[src/rtl/cpu_run_monitor_pkg.sv]
// Shared definitions for the cpu run monitor:
// state encoding, end-of-program opcode and dump record widths.
package cpu_dbg_pkg;

  localparam logic [2:0] ST_IDLE     = 3'd0;
  localparam logic [2:0] ST_HOLD     = 3'd1;
  localparam logic [2:0] ST_RUN      = 3'd2;
  localparam logic [2:0] ST_DRAIN    = 3'd3;
  localparam logic [2:0] ST_DUMP_RD  = 3'd4;
  localparam logic [2:0] ST_DUMP_OUT = 3'd5;
  localparam logic [2:0] ST_DONE     = 3'd6;

  typedef enum logic [2:0] {
    IDLE     = ST_IDLE,
    HOLD     = ST_HOLD,
    RUN      = ST_RUN,
    DRAIN    = ST_DRAIN,
    DUMP_RD  = ST_DUMP_RD,
    DUMP_OUT = ST_DUMP_OUT,
    DONE     = ST_DONE
  } state_t;

  localparam logic [31:0] NOP_DEFAULT = 32'h0000_0000;

  localparam int DUMP_IDX_W  = 5;
  localparam int DUMP_DATA_W = 32;

endpackage

[src/rtl/cpu_run_monitor_if.sv]
// Register-dump stream: valid/ready with index and data.
// master = monitor (drives valid/idx/data), slave = sink (drives ready).
interface cpu_run_monitor_if
  import cpu_dbg_pkg::*;
#(
  parameter int XLEN      = DUMP_DATA_W,
  parameter int ADDR_SIZE = DUMP_IDX_W
);
  logic                 valid;
  logic                 ready;
  logic [ADDR_SIZE-1:0] idx;
  logic [XLEN-1:0]      data;

  modport master (
    output valid,
    output idx,
    output data,
    input  ready
  );

  modport slave (
    input  valid,
    input  idx,
    input  data,
    output ready
  );
endinterface

[src/rtl/cpu_run_monitor_counter.sv]
// Saturating up-counter with synchronous clear.
// Ports: clk, rst (async high), clr, en, count.
module sat_counter #(
  parameter int W = 32
) (
  input  logic         clk,
  input  logic         rst,
  input  logic         clr,
  input  logic         en,
  output logic [W-1:0] count
);

  always_ff @(posedge clk or posedge rst) begin
    if (rst) begin
      count <= '0;
    end else if (clr) begin
      count <= '0;
    end else if (en && (count != '1)) begin
      count <= count + 1'b1;
    end
  end

endmodule

[src/rtl/cpu_run_monitor.sv]
// Run controller/observer: holds cpu in reset, runs it, detects end,
// drains, then streams the regfile out on the dump port.
// Ports: clk/rst, start/end_pc, fetch/EX/decode taps, cpu_rst/freeze,
// regfile debug read, dump stream, cycle/redirect/stall counters,
// done and timed_out status.
module cpu_run_monitor
  import cpu_dbg_pkg::*;
#(
  parameter int          XLEN         = 32,
  parameter int          REG_NUM      = 32,
  parameter int          ADDR_SIZE    = 5,
  parameter int          PC_BITS      = 5,
  parameter int          CYC_BITS     = 32,
  parameter int          RESET_CYCLES = 3,
  parameter int          DRAIN_CYCLES = 5,
  parameter int          TIMEOUT      = 2000,
  parameter logic [31:0] NOP_INST     = NOP_DEFAULT
) (
  input  logic                 clk,
  input  logic                 rst,
  input  logic                 start,
  input  logic [PC_BITS-1:0]   end_pc,
  input  logic [PC_BITS-1:0]   f_pc,
  input  logic [31:0]          f_inst,
  input  logic                 ex_taken,
  input  logic                 stall_d,
  output logic                 cpu_rst,
  output logic                 cpu_freeze,
  output logic [ADDR_SIZE-1:0] rf_raddr,
  input  logic [XLEN-1:0]      rf_rdata,
  cpu_run_monitor_if.master    dump,
  output logic [CYC_BITS-1:0]  cycles,
  output logic [CYC_BITS-1:0]  redirects,
  output logic [CYC_BITS-1:0]  stalls,
  output logic                 done,
  output logic                 timed_out
);

  localparam int PH_W = 16;

  state_t               state;
  logic [PH_W-1:0]      ph_cnt;
  logic [PC_BITS-1:0]   end_pc_q;
  logic                 in_run;
  logic                 start_ok;
  logic                 end_hit;
  logic                 to_hit;
  logic                 cnt_en;
  logic [CYC_BITS-1:0]  cycles_next;

  assign in_run   = (state == RUN);
  assign start_ok = start && ((state == IDLE) || (state == DONE));

  assign cycles_next = (cycles == '1) ? cycles : cycles + 1'b1;

  assign end_hit = in_run && (f_pc >= end_pc_q) && (f_inst == NOP_INST);

  // The timeout cycle itself is not counted, so cycles ends at TIMEOUT.
  assign to_hit = in_run && !end_hit && (TIMEOUT != 0)
                  && (cycles_next > CYC_BITS'(TIMEOUT));

  assign cnt_en = in_run && !to_hit;

  sat_counter #(.W(CYC_BITS)) u_cycles (
    .clk   (clk),
    .rst   (rst),
    .clr   (start_ok),
    .en    (cnt_en),
    .count (cycles)
  );

  sat_counter #(.W(CYC_BITS)) u_redirects (
    .clk   (clk),
    .rst   (rst),
    .clr   (start_ok),
    .en    (cnt_en && ex_taken),
    .count (redirects)
  );

  sat_counter #(.W(CYC_BITS)) u_stalls (
    .clk   (clk),
    .rst   (rst),
    .clr   (start_ok),
    .en    (cnt_en && stall_d),
    .count (stalls)
  );

  // rf_raddr doubles as the dump index register.
  always_ff @(posedge clk or posedge rst) begin
    if (rst) begin
      state      <= IDLE;
      ph_cnt     <= '0;
      end_pc_q   <= '0;
      cpu_rst    <= 1'b1;
      cpu_freeze <= 1'b0;
      rf_raddr   <= '0;
      dump.valid <= 1'b0;
      dump.idx   <= '0;
      dump.data  <= '0;
      done       <= 1'b0;
      timed_out  <= 1'b0;
    end else begin
      case (state)
        IDLE, DONE: begin
          if (start_ok) begin
            end_pc_q   <= end_pc;
            ph_cnt     <= '0;
            cpu_rst    <= 1'b1;
            cpu_freeze <= 1'b0;
            rf_raddr   <= '0;
            done       <= 1'b0;
            timed_out  <= 1'b0;
            state      <= HOLD;
          end
        end
        HOLD: begin
          if (ph_cnt == PH_W'(RESET_CYCLES - 1)) begin
            cpu_rst <= 1'b0;
            state   <= RUN;
          end else begin
            ph_cnt <= ph_cnt + 1'b1;
          end
        end
        RUN: begin
          if (end_hit) begin
            ph_cnt <= '0;
            if (DRAIN_CYCLES == 0) begin
              cpu_freeze <= 1'b1;
              rf_raddr   <= '0;
              state      <= DUMP_RD;
            end else begin
              state <= DRAIN;
            end
          end else if (to_hit) begin
            timed_out  <= 1'b1;
            cpu_freeze <= 1'b1;
            rf_raddr   <= '0;
            state      <= DUMP_RD;
          end
        end
        DRAIN: begin
          if (ph_cnt == PH_W'(DRAIN_CYCLES - 1)) begin
            cpu_freeze <= 1'b1;
            rf_raddr   <= '0;
            state      <= DUMP_RD;
          end else begin
            ph_cnt <= ph_cnt + 1'b1;
          end
        end
        DUMP_RD: begin
          dump.data  <= rf_rdata;
          dump.idx   <= rf_raddr;
          dump.valid <= 1'b1;
          state      <= DUMP_OUT;
        end
        DUMP_OUT: begin
          if (dump.ready) begin
            dump.valid <= 1'b0;
            if (rf_raddr == ADDR_SIZE'(REG_NUM - 1)) begin
              done  <= 1'b1;
              state <= DONE;
            end else begin
              rf_raddr <= rf_raddr + 1'b1;
              state    <= DUMP_RD;
            end
          end
        end
        default: state <= IDLE;
      endcase
    end
  end

endmodule

[src/flat_wrapper.sv]
// flat-port wrapper written by rule: the top's interface ports become plain ports
module cpu_run_monitor_flat import cpu_dbg_pkg::*;
#(
  parameter int          XLEN         = 32,
  parameter int          REG_NUM      = 32,
  parameter int          ADDR_SIZE    = 5,
  parameter int          PC_BITS      = 5,
  parameter int          CYC_BITS     = 32,
  parameter int          RESET_CYCLES = 3,
  parameter int          DRAIN_CYCLES = 5,
  parameter int          TIMEOUT      = 2000,
  parameter logic [31:0] NOP_INST     = NOP_DEFAULT
)
  (clk, rst, start, end_pc, f_pc, f_inst, ex_taken, stall_d, cpu_rst, cpu_freeze, rf_raddr, rf_rdata, cycles, redirects, stalls, done, timed_out, dump_valid, dump_idx, dump_data, dump_ready);
  cpu_run_monitor_if #(.XLEN(XLEN), .ADDR_SIZE(ADDR_SIZE)) dump_i ();
  input  logic clk;
  input  logic rst;
  input  logic start;
  input  logic [PC_BITS-1:0] end_pc;
  input  logic [PC_BITS-1:0] f_pc;
  input  logic [31:0] f_inst;
  input  logic ex_taken;
  input  logic stall_d;
  output logic cpu_rst;
  output logic cpu_freeze;
  output logic [ADDR_SIZE-1:0] rf_raddr;
  input  logic [XLEN-1:0] rf_rdata;
  output logic [CYC_BITS-1:0] cycles;
  output logic [CYC_BITS-1:0] redirects;
  output logic [CYC_BITS-1:0] stalls;
  output logic done;
  output logic timed_out;
  output wire logic [$bits(dump_i.valid)-1:0] dump_valid;
  output wire logic [$bits(dump_i.idx)-1:0] dump_idx;
  output wire logic [$bits(dump_i.data)-1:0] dump_data;
  input wire logic [$bits(dump_i.ready)-1:0] dump_ready;
  assign dump_valid = dump_i.valid;
  assign dump_idx = dump_i.idx;
  assign dump_data = dump_i.data;
  assign dump_i.ready = dump_ready;
  cpu_run_monitor #(.XLEN(XLEN), .REG_NUM(REG_NUM), .ADDR_SIZE(ADDR_SIZE), .PC_BITS(PC_BITS), .CYC_BITS(CYC_BITS), .RESET_CYCLES(RESET_CYCLES), .DRAIN_CYCLES(DRAIN_CYCLES), .TIMEOUT(TIMEOUT), .NOP_INST(NOP_INST)) u_core (.clk(clk), .rst(rst), .start(start), .end_pc(end_pc), .f_pc(f_pc), .f_inst(f_inst), .ex_taken(ex_taken), .stall_d(stall_d), .cpu_rst(cpu_rst), .cpu_freeze(cpu_freeze), .rf_raddr(rf_raddr), .rf_rdata(rf_rdata), .dump(dump_i), .cycles(cycles), .redirects(redirects), .stalls(stalls), .done(done), .timed_out(timed_out));
endmodule
[config.mk]
export PLATFORM = sky130hd
export DESIGN_NAME = cpu_run_monitor_flat
export DESIGN_NICKNAME = d
export VERILOG_FILES = /design/src/rtl/cpu_run_monitor_pkg.sv /design/src/rtl/cpu_run_monitor_if.sv /design/src/rtl/cpu_run_monitor_counter.sv /design/src/rtl/cpu_run_monitor.sv /design/src/flat_wrapper.sv
export SDC_FILE = /design/constraint.sdc
export NUM_CORES = 1
export LEC_CHECK = 0
export ABC_CLOCK_PERIOD_IN_PS = 5900
export CAP_MARGIN = 20
export CORE_UTILIZATION = 40
export DETAILED_ROUTE_END_ITERATION = 10
export PLACE_DENSITY = 0.68
export SLEW_MARGIN = 15
export SYNTH_ARGS = -nofsm -noshare
export SYNTH_HDL_FRONTEND = slang
export SYNTH_SLANG_ARGS = --single-unit
[constraint.sdc]
create_clock -name clk -period 5.9 [get_ports clk]
set_input_delay 1.18 -clock clk [delete_from_list [all_inputs] [get_ports clk]]
set_output_delay 1.18 -clock clk [all_outputs]
set_load 0.03 [all_outputs]
==> flow_summary.yaml <==
outcome:
  status: "complete, no violations"
clock_network:
  postCtsSetupBuffers: 0
  numCtsBuffers: 17
  ctsHoldBuffers: 0
  clk_latency_ns: 0.43
  post_cts_resized: 0
  clock_path_buffers: 2
  cts_sinks: 167
  clockRootBuffer: "clkbuf_16"
  cts_tree: "built"
  h-tree-depth: 4
  clk_pin_slew_ns: 0.07
sta:
  min_period_over_period: 0.7311
  fin_ws_ns: 1.586
  timing.slew.headroom: 0.3636
  setup_viol: 0
  timing.fmax_ghz: 0.2318
  hold_violations: 0
  worstMarginPinSlew_ns: 0.9546
  fin_crit_ns: 4.314
  slew_violations: 0
  skew_ns: 0.01096
  tns_ns: 0
  rsz0062_at_grt: "no"
critical_path:
  startpoint_type: "input port"
  r2r_end: "u_core.u_redirects.count[8]$_DFFE_PP0P_"
  crit_slowest_cell: "o31a_2"
  path_delay_family: "compound AO/OA/AOI/OAI gates"
  worst-path-buf-inv: 3
  cpPeakStageDelay_ns: 0.87
  critical_path.max_fanout: 56
  crit_cells: 12
  reg2reg_depth: 10
  rrSetupSlack_ns: 1.60
  cp_common_cell: "a21oi_1"
  critPathCaptureType: "flip-flop"
  crit_required_ns: 6.22
  worstReg2RegStart: "u_core.u_cycles.count[1]$_DFFE_PP0P_"
  cp_cell_sequence: "clkdlybuf4s50_1 -> inv_1 -> ha_1 -> nand2b_1 -> a21o_1 -> a21oi_1 -> o21ai_0 -> a21oi_1 -> o31a_2 -> buf_12 -> nor4_1 -> o21a_1"
  cp.arrival_ns: 4.63
  crit_type: "in -> reg"
logic_synthesis:
  synth-warning-count: 0
  ys.flop_type: "dfrtp_1"
  synth.avg_cell_area_sq_um: 9.157
  yosys-top-cells-area: "dfrtp_1 (42%), mux2_2 (4.2%), nand2_1 (4.0%)"
  syn_nets: 1169
  synth.top_cell.area_share: 0.4216
  yosys.area.top_type: "dfrtp_1"
  yosysSeqAreaShare: 0.4243
  ys_ff_latch: 167
  synthCells: 1076
  synth_edf_count: 0
  async_flop_share: 1.000
  synth_cell_types: 71
  syn-cell-area_sq_um: 9853
cells_and_area:
  final_cells: 1590
  final_cell_mix: "clkdlybuf4s50_1 (222), dfrtp_1 (166), nand2_1 (106), nand3_1 (58), nor2_1 (57)"
  syn2layout_area_growth_pct: 31.91
  antenna-diode-count: 0
  final_common_cell: "clkdlybuf4s50_1"
  nets: 1346
  final_layout_size_suffix_gt1_frac: 0.08531
grt:
  use_met3: 0.05965
  overflow: 0
  antenna_found_initial: 0
  grt_max_degree: 88
  met1_usage: 0.3074
  track_usage: 0.2294
  grt_busiest_layer: "met2"
  use_met2: 0.3585
  grt_pass1_wl_um: 47330
  grt_pass1_vias: 9063
power:
  switchingPower_mw: 0.5537
  p_seq_frac: 0.455
  p_comb_frac: 0.033
  power.density_nw_per_um2: 193.4
  irDropWorstVdd_v: 0.0001851
  p_leak_nw: 5.246
  p_sw_frac: 0.2203
  p_int_mw: 1.960
  clock_power_share: 0.512
drt:
  vias: 9314
  drt_iter0_markers: 660
  drcViolationCount: 0
  wl_um: 28590
  first_pass_iters: 5
  via_per_inst: 5.858
  wl_per_cell_um: 17.98
  antenna_left: 0
place:
  placed_cells: 1556
  hpwl_um: 19610
  io_buffers: 222
  place_ws_ns: 1.196
  gp_congestion: 0.8964
die:
  core-area_sq_um: 24250
  die_h_um: 159.0
  ioPinCount: 223
  rows: 57
  die_area_sq_um: 25270
  die_w_um: 159.0
  initial_core_util: 0.4063
worst_hold_path:
  hp-start: "u_core.dump.valid$_DFFE_PP0P_"
  hold_end: "u_core.dump.valid$_DFFE_PP0P_"
  worstHoldPathType: "reg -> reg"
  worstHoldPathCells: 1
job:
  maxCapViolCount: 0
[final cells by class]
class                   count  area (sq um)
fillers                  2239         11250
multi-input cells         797          5248
flip-flops and latches    167          4180
repair buffers            235          2365
clock buffers              17         425.4
well taps                 324         405.4
clock inverters            15         237.7
inverters                  35         136.4
[power groups by stage]
stage | Combinational (mW) | Clock [mW] | Sequential (mW)
2_1_floorplan | 0.0196 | 0 | 1.17
3_3_place_gp | 0.0832 | 0 | 1.17
3_5_place_dp | 0.0841 | 0 | 1.17
4_1_cts | 0.0845 | 1.31 | 1.14
5_1_grt | 0.0909 | 1.36 | 1.14
6_report | 0.0818 | 1.29 | 1.14
[synth_stat cells, drive strengths merged (11+ instances only)]
cell type and instances:
a2111oi 13, a211o 11, a21oi 50, and3 23, buf 24, clkbuf 53
dfrtp 166, ha 13, inv 35, mux2 37, mux2i 30, nand2 106
nand2b 22, nand3 59, nand4 56, nor2 60, nor3 24, nor4 29
o211ai 19, o21ai 43, o31ai 18, or3 23, or4 30, xnor2 22
[routing by layer]
layer | wire length, um | part of all wire
met1 | 12800 | 0.45
met2 | 13130 | 0.46
met3 | 2011 | 0.070
met4 | 652 | 0.023
met5 | 0 | 0
[worst register-to-register path, cell delays in order (launching register included)]
cell and delay [ns]:
dfrtp_1 0.47, ha_1 0.27, nand3_1 0.38, nor4_2 0.63, nand2_1 0.10, o21ai_0 0.37
nand4_2 0.27, o31a_2 0.73, buf_12 0.33, or4_1 0.53, a21oi_1 0.15
[per-stage QoR]
| step | utilization | power, mW | instance area, sq um | hold slack [ns] |
|---|---|---|---|---|
| after floorplan | - | 1.186 | 9853 | 0.4497 |
| after detailed placement | 0.5072 | 1.250 | 12300 | 0.4659 |
| after CTS | 0.5346 | 2.543 | 12960 | 0.4899 |
| after global routing | 0.5360 | 2.590 | 13000 | 0.5062 |
| after global placement | 0.5072 | 1.249 | 12300 | 0.4649 |
| final | 0.5360 | 2.513 | 13000 | 0.4823 |
[worst max-delay path by stage]
stage / startpoint / end
3_3_place_gp: f_pc[0] / u_core.u_redirects.count[19]$_DFFE_PP0P_
3_5_place_dp: f_pc[0] / u_core.u_redirects.count[19]$_DFFE_PP0P_
5_1_grt: u_core.u_cycles.count[1]$_DFFE_PP0P_ / u_core.u_redirects.count[14]$_DFFE_PP0P_
4_1_cts: u_core.u_cycles.count[1]$_DFFE_PP0P_ / u_core.u_redirects.count[8]$_DFFE_PP0P_
6_report: f_pc[0] / u_core.u_redirects.count[19]$_DFFE_PP0P_
2_1_floorplan: rst / u_core.cpu_freeze$_DFFE_PP0P_
[kinds of logic after synthesis]
kind of cell / share of synthesized area
and+or+nand+nor: 0.2630
AOI/OAI and AO/OA: 0.1534
DFF: 0.4243
buffers and inverters: 0.04610
muxes: 0.07276
xor gates and xnor gates: 0.02400
adders and majority gates: 0.01651
[registers in the layout, indices dropped and copies added, names as in the netlist]
register / cells
u_core.cpu_freeze: 1
u_core.cpu_rst: 1
u_core.done: 1
u_core.dump.data: 32
u_core.dump.idx: 5
u_core.dump.valid: 1
u_core.end_pc_q: 5
u_core.ph_cnt: 16
u_core.rf_raddr: 5
u_core.state: 3
u_core.timed_out: 1
u_core.u_cycles.count: 32
u_core.u_redirects.count: 32
u_core.u_stalls.count: 32
No activity file was read; power rests on OpenSTA's default activity.
